**config.mk**
```make
export PLATFORM = sky130hd
export DESIGN_NAME = mips32_mem_arbiter
export DESIGN_NICKNAME = d
export VERILOG_FILES = /design/src/rtl/mips32_mem_arbiter.sv
export SDC_FILE = /design/constraint.sdc
export NUM_CORES = 1
export LEC_CHECK = 0
export CORE_AREA = 4 4 138 100
export CTS_BUF_LIST = sky130_fd_sc_hd__clkbuf_4 sky130_fd_sc_hd__clkbuf_8
export CTS_CLUSTER_DIAMETER = 150
export DETAILED_ROUTE_END_ITERATION = 16
export DIE_AREA = 0 0 142 104
export PLACE_DENSITY_LB_ADDON = 0.1
export SYNTH_ARGS = -nofsm -noshare
export SYNTH_HDL_FRONTEND = slang
export SYNTH_SLANG_ARGS = --single-unit
```
**constraint.sdc**
```tcl
create_clock -name clk -period 3.8 [get_ports clk]
set_input_delay 0.76 -clock clk [delete_from_list [all_inputs] [get_ports clk]]
set_output_delay 0.76 -clock clk [all_outputs]
set_load 0.005 [all_outputs]
```
**src/rtl/mips32_mem_arbiter.sv**
```systemverilog
// mips32_mem_arbiter: shares the single-ported MIPS32 memory between the IF
// (fetch) and MEM (LW/SW) stages, serialising accesses of fixed latency.
// Optional feature macro: MIPS32_ARB_RR_EN (round-robin priority).
module mips32_mem_arbiter #(
  parameter int AW      = 10,
  parameter int DW      = 32,
  parameter int MEM_LAT = 2
) (
  input  logic          clk,
  input  logic          rst,
  input  logic          if_req,
  input  logic [AW-1:0] if_addr,
  output logic          if_gnt,
  output logic          if_ack,
  output logic [DW-1:0] if_rdata,
  input  logic          dm_req,
  input  logic          dm_we,
  input  logic [AW-1:0] dm_addr,
  input  logic [DW-1:0] dm_wdata,
  output logic          dm_gnt,
  output logic          dm_ack,
  output logic [DW-1:0] dm_rdata,
  output logic          mem_en,
  output logic          mem_we,
  output logic [AW-1:0] mem_addr,
  output logic [DW-1:0] mem_wdata,
  input  logic [DW-1:0] mem_rdata,
  output logic          busy
);

  if (MEM_LAT < 1) begin : g_bad_lat
    $error("mips32_mem_arbiter: MEM_LAT must be >= 1");
  end

  localparam int CW = (MEM_LAT >= 1) ? $clog2(MEM_LAT + 1) : 1;

  typedef enum logic [1:0] {
    IDLE   = 2'd0,
    ACCESS = 2'd1,
    DONE   = 2'd2
  } state_t;

  state_t        state;
  logic [CW-1:0] cnt;
  logic          sel_dm;
  logic          any_req;
  logic          win_dm;

  assign any_req = if_req | dm_req;
  assign busy    = (state != IDLE);

`ifdef MIPS32_ARB_RR_EN
  // prio_if set means IF wins the next contention; DM wins after reset.
  logic prio_if;

  assign win_dm = dm_req & (~if_req | ~prio_if);

  // Hand priority to whichever requester did not win the last grant.
  always_ff @(posedge clk or posedge rst) begin
    if (rst) begin
      prio_if <= 1'b0;
    end else if (state == IDLE && any_req) begin
      prio_if <= win_dm;
    end
  end
`else
  assign win_dm = dm_req;
`endif

  // Access sequencer: grant, strobe memory, count latency, return data.
  always_ff @(posedge clk or posedge rst) begin
    if (rst) begin
      state     <= IDLE;
      cnt       <= '0;
      sel_dm    <= 1'b0;
      if_gnt    <= 1'b0;
      if_ack    <= 1'b0;
      if_rdata  <= '0;
      dm_gnt    <= 1'b0;
      dm_ack    <= 1'b0;
      dm_rdata  <= '0;
      mem_en    <= 1'b0;
      mem_we    <= 1'b0;
      mem_addr  <= '0;
      mem_wdata <= '0;
    end else begin
      if_gnt <= 1'b0;
      dm_gnt <= 1'b0;
      if_ack <= 1'b0;
      dm_ack <= 1'b0;
      mem_en <= 1'b0;
      unique case (state)
        IDLE: begin
          if (any_req) begin
            sel_dm <= win_dm;
            mem_en <= 1'b1;
            cnt    <= CW'(MEM_LAT - 1);
            state  <= ACCESS;
            if (win_dm) begin
              dm_gnt    <= 1'b1;
              mem_we    <= dm_we;
              mem_addr  <= dm_addr;
              mem_wdata <= dm_wdata;
            end else begin
              if_gnt   <= 1'b1;
              mem_we   <= 1'b0;
              mem_addr <= if_addr;
            end
          end
        end
        ACCESS: begin
          if (cnt == '0) begin
            state <= DONE;
            if (sel_dm) begin
              dm_ack <= 1'b1;
              if (!mem_we) begin
                dm_rdata <= mem_rdata;
              end
            end else begin
              if_ack   <= 1'b1;
              if_rdata <= mem_rdata;
            end
          end else begin
            cnt <= cnt - 1'b1;
          end
        end
        DONE: begin
          state <= IDLE;
        end
        default: begin
          state <= IDLE;
        end
      endcase
    end
  end

endmodule

```
## After elaboration in Yosys (flattened, before gate mapping)

Cells that the tools add are included.

- Output and inout port bits: 113
- Bits in registers: 117
- Word-level logic and storage cells: 52
- Input bits: 89

- Muxes and demuxes: 21
- Bitwise gates (word level): 3
- Equal/unequal tests: 4
- Add/sub/neg operators: 1
- Reductions and logical operators: 10

Operators by type and width:

| kind | number |
|---|---|
| $mux 1 | 15 |
| $mux 10 | 1 |
| $reduce_and 3->1 | 3 |
| $pmux 2 s2 | 2 |
| $mux 2 | 3 |
| $ne 2x2->1 const B | 3 |
| $logic_not 2->1 | 2 |
| $reduce_and 2->1 | 2 |
| $reduce_and 4->1 | 1 |
| $reduce_bool 2->1 | 2 |
| $eq 2x1->1 const B | 1 |
| $not 1->1 | 2 |
| $sub 2x1->2 const B | 1 |
| $or 1x1->1 | 1 |

## Depth between registers and ports, before layout

- Word-level depth: 3
- Mapped depth: 6
- Gate-level depth less buffers: 5

## Worst setup path before layout

OpenSTA, ideal clock, no wires.

- Path type: reg-to-output
- From: register state[1]
- To: output port busy
- Path slack: 2.092 ns
- Buffers on the path: 1
- Arrival time: 0.948 ns
- Cell stages (with the launch flop): 4
- Required time: 3.040 ns
- Path through: dfrtp_1 -> nor2_2 -> clkbuf_1 -> inv_1

- Cells in the longest elaborated chain, start to end: 1

Ends and longest elaborated chain:

| item | line | source |
|---|---|---|
| start: declaration | 43 | `state_t state;` |
| start signal: assignment | 73 | `state <= IDLE;` |
| start signal: assignment | 98 | `state <= ACCESS;` |
| start signal: assignment | 113 | `state <= DONE;` |
| $reduce_bool 2->1 | 50 | `assign busy = (state != IDLE);` |
| end: declaration | 28 | `output logic busy` |

Every way passes these cells.

## Final worst setup path

Ends and elaborated chain as after synthesis.

==> results.cfg <==
[sta]
finalSetupViolations = 0
finalSetupTns_ns = 0
setup_ws_ns = 0.989
max_freq_mhz = 356
finalHoldViolations = 0
max_slew_margin_pct = 23.0
fin_skew_ns = 0.0129
final_max_slew_viol_count = 0
worst_pin_slew_ns = 1.15
period_needed_ns = 2.81
grt_setup_unrepaired = no
fin_crit_sh_pct = 74.0
whs_ns = 0.496

[floorplanning]
die_h_um = 104
die_w_um = 142
core.rowCount = 34
die_area_mm2 = 0.0148
core-area_mm2 = 0.0124
ios = 202
start_util_pct = 39.8

[power_and_ir_drop]
report.power.total_w = 0.00610
cellPowerDensity_mw_per_mm2 = 828
power_leakage_nw = 3.20
ir_worst_vdd_mv = 0.359

[route]
avgRoutedWirePerCell_um = 17.5
num_vias = 3091
vias_per_cell = 4.61
first_pass_iters = 4
route.detailed.drc = 0
final_antenna_net_count = 0
drt-total-wl_mm = 11.7
drt_iter0_drc = 109

[finish]
layout-drive-gt1-share_pct = 28.0
design_area_mm2 = 0.00736
fin_nets = 585
final_cell_mix = 201 x clkdlybuf4s50_1, 117 x dfrtp_1, 86 x mux2_4, 18 x clkbuf_8
syn_to_final_growth_pct = 49.4
antenna_cells = 0
mostFrequentLayoutCell = clkdlybuf4s50_1

[clock_network]
ctsResizeCount = 0
cts-buffers-inserted = 17
cts_tree = yes
clk_latency_ns = 0.42
postCtsSetupBuffers = 0
clk_path_buf_depth = 2
holdBufCountCts = 0
clkTransAtPathRegs_ns = 0.07
htree_levels = 4
root_buffer = clkbuf_8
cts.sinks = 117

[worst_setup_path]
worstSetupEndpointType = output pin
critPathKind = flop to output pin
required_ns = 3.04
crit_fanout = 15
crit_path_start_kind = flop
critPathArrivalTime_ns = 2.05
rrSetupSlack_ns = 1.45

[yosys]
synth_top_family_by_area = multiplexers
synth_top_area_share_pct = 59.4
synth_area_leader_cell = dfrtp_1
yosys.area_share.adder_pct = 0.254
synth_mux_area_share_pct = 30.7
synth_simple_gate_area_share_pct = 1.75
syn_area_mm2 = 0.00493
syn_nets = 375
synth_seq_area_share_pct = 59.4
synth_xor_area_share_pct = 0
yosys_warnings = 0
synth_cell_types = 27
synthTopCellsByArea = dfrtp_1 59%, mux2_4 26%, buf_12 2.4%
avgSynthCellArea_um2 = 17.3
syn_inst = 285
ys_seq_elements = 117
synth_compound_area_share_pct = 2.90

[global_routing]
grt_pass1_vias = 3393
overflow = 0
grtUsageTotal_pct = 16.2
grt_start_max_net_pins = 62
grt_pass1_wl_mm = 18.7
antenna_found_initial = 0

[place]
pre_cts_ws_ns = 1.10
hpwl_mm = 8.26
place_congestion = 0.731
postPlaceCellArea_mm2 = 0.00701
port_buffers = 201

[min_path]
worstHoldPathType = flop to flop

[run_status]
status = complete, no violations

[job]
drv_cap = 0
==> metal layers <==
layer  GRT usage (%)  part of all wire, %  wire [um]  up-vias
li1                -                    -          -     1428
met1            21.0                   45       5230     1524
met2            24.4                   46       5380      126
met3            6.62                  8.6       1010       13
met4            5.75                  1.1        127        0
met5               0                    0          0        -
==> through the flow <==
| stage | util (%) | instances |
|---|---|---|
| floorplan | - | 285 |
| CTS | 59.4 | 670 |
| detailed placement | 56.6 | 638 |
| global placement | 56.6 | 638 |
| global route | 59.4 | 670 |
| finish | 59.4 | 670 |
==> sequential cells by signal, indices dropped and copies added, names as in the netlist <==
name and cells:
mem_wdata 32, mem_en 1, mem_we 1, dm_rdata 32, dm_ack 1, cnt 2, sel_dm 1, state 2
if_gnt 1, mem_addr 10, dm_gnt 1, if_rdata 32, if_ack 1
==> layout make-up <==
class / instances / area (um2)
multi-input cells: 145 / 1760
flip-flops and latches: 117 / 2930
well taps: 162 / 203
fillers: 960 / 5020
clock inverters: 14 / 105
repair buffers: 208 / 2090
inverters: 6 / 26.3
clock buffers: 18 / 248
==> worst paths after layout <==
| kind | from | endpoint | depth (start not counted) |
|---|---|---|---|
| min in group asynchronous | rst | mem_wdata[31] | 2 |
| min reg2reg | cnt[1] | cnt[1] | 1 |
| max reg2reg | state[1] | mem_wdata[14] | 5 |
| min | cnt[1] | cnt[1] | 1 |
| max in group asynchronous | rst | dm_rdata[29] | 3 |
| max | state[1] | busy | 4 |
==> cells in the mapped netlist <==
master	instances
clkbuf_1	3
mux2_2	10
buf_8	3
nor3b_1	1
and3b_1	1
a21oi_1	11
ha_1	1
buf_12	6
a31oi_1	10
nor2_2	1
buf_6	3
or2_0	1
and2_1	2
inv_1	6
nor2_1	1
buf_2	2
dfrtp_1	117
mux2_4	86
a21o_1	1
o2bb2ai_1	1
a22o_1	1
nand2_1	2
and3_2	1
or2b_1	1
nor2b_2	1
mux2i_1	11
and4b_1	1
==> power breakdown <==
part	leakage [nW]	switching, W	internal (W)
Clock	0.156	0.000541	0.000469
Sequential	1.40	0.000360	0.00187
Combinational	1.65	0.000839	0.00201
Total	3.20	0.00174	0.00435
==> cells by family (layout without fill, tap and decap cells) <==
group / after synthesis / in the layout
AND/OR/NAND/NOR: 13 / 13
AO/OA/AOI/OAI: 24 / 24
flip-flops: 117 / 117
multiplexers: 107 / 107
adder cells (fa/ha/maj): 1 / 1
buffers and inverters: 23 / 246
==> worst max-delay path, stage by stage (launching register included) <==
cell	delay (ns)
dfrtp_1	0.41
nor2_2	0.45
buf_4	0.27
inv_1	0.05
clkdlybuf4s50_1	0.44
No activity file was read; power rests on OpenSTA's default activity.
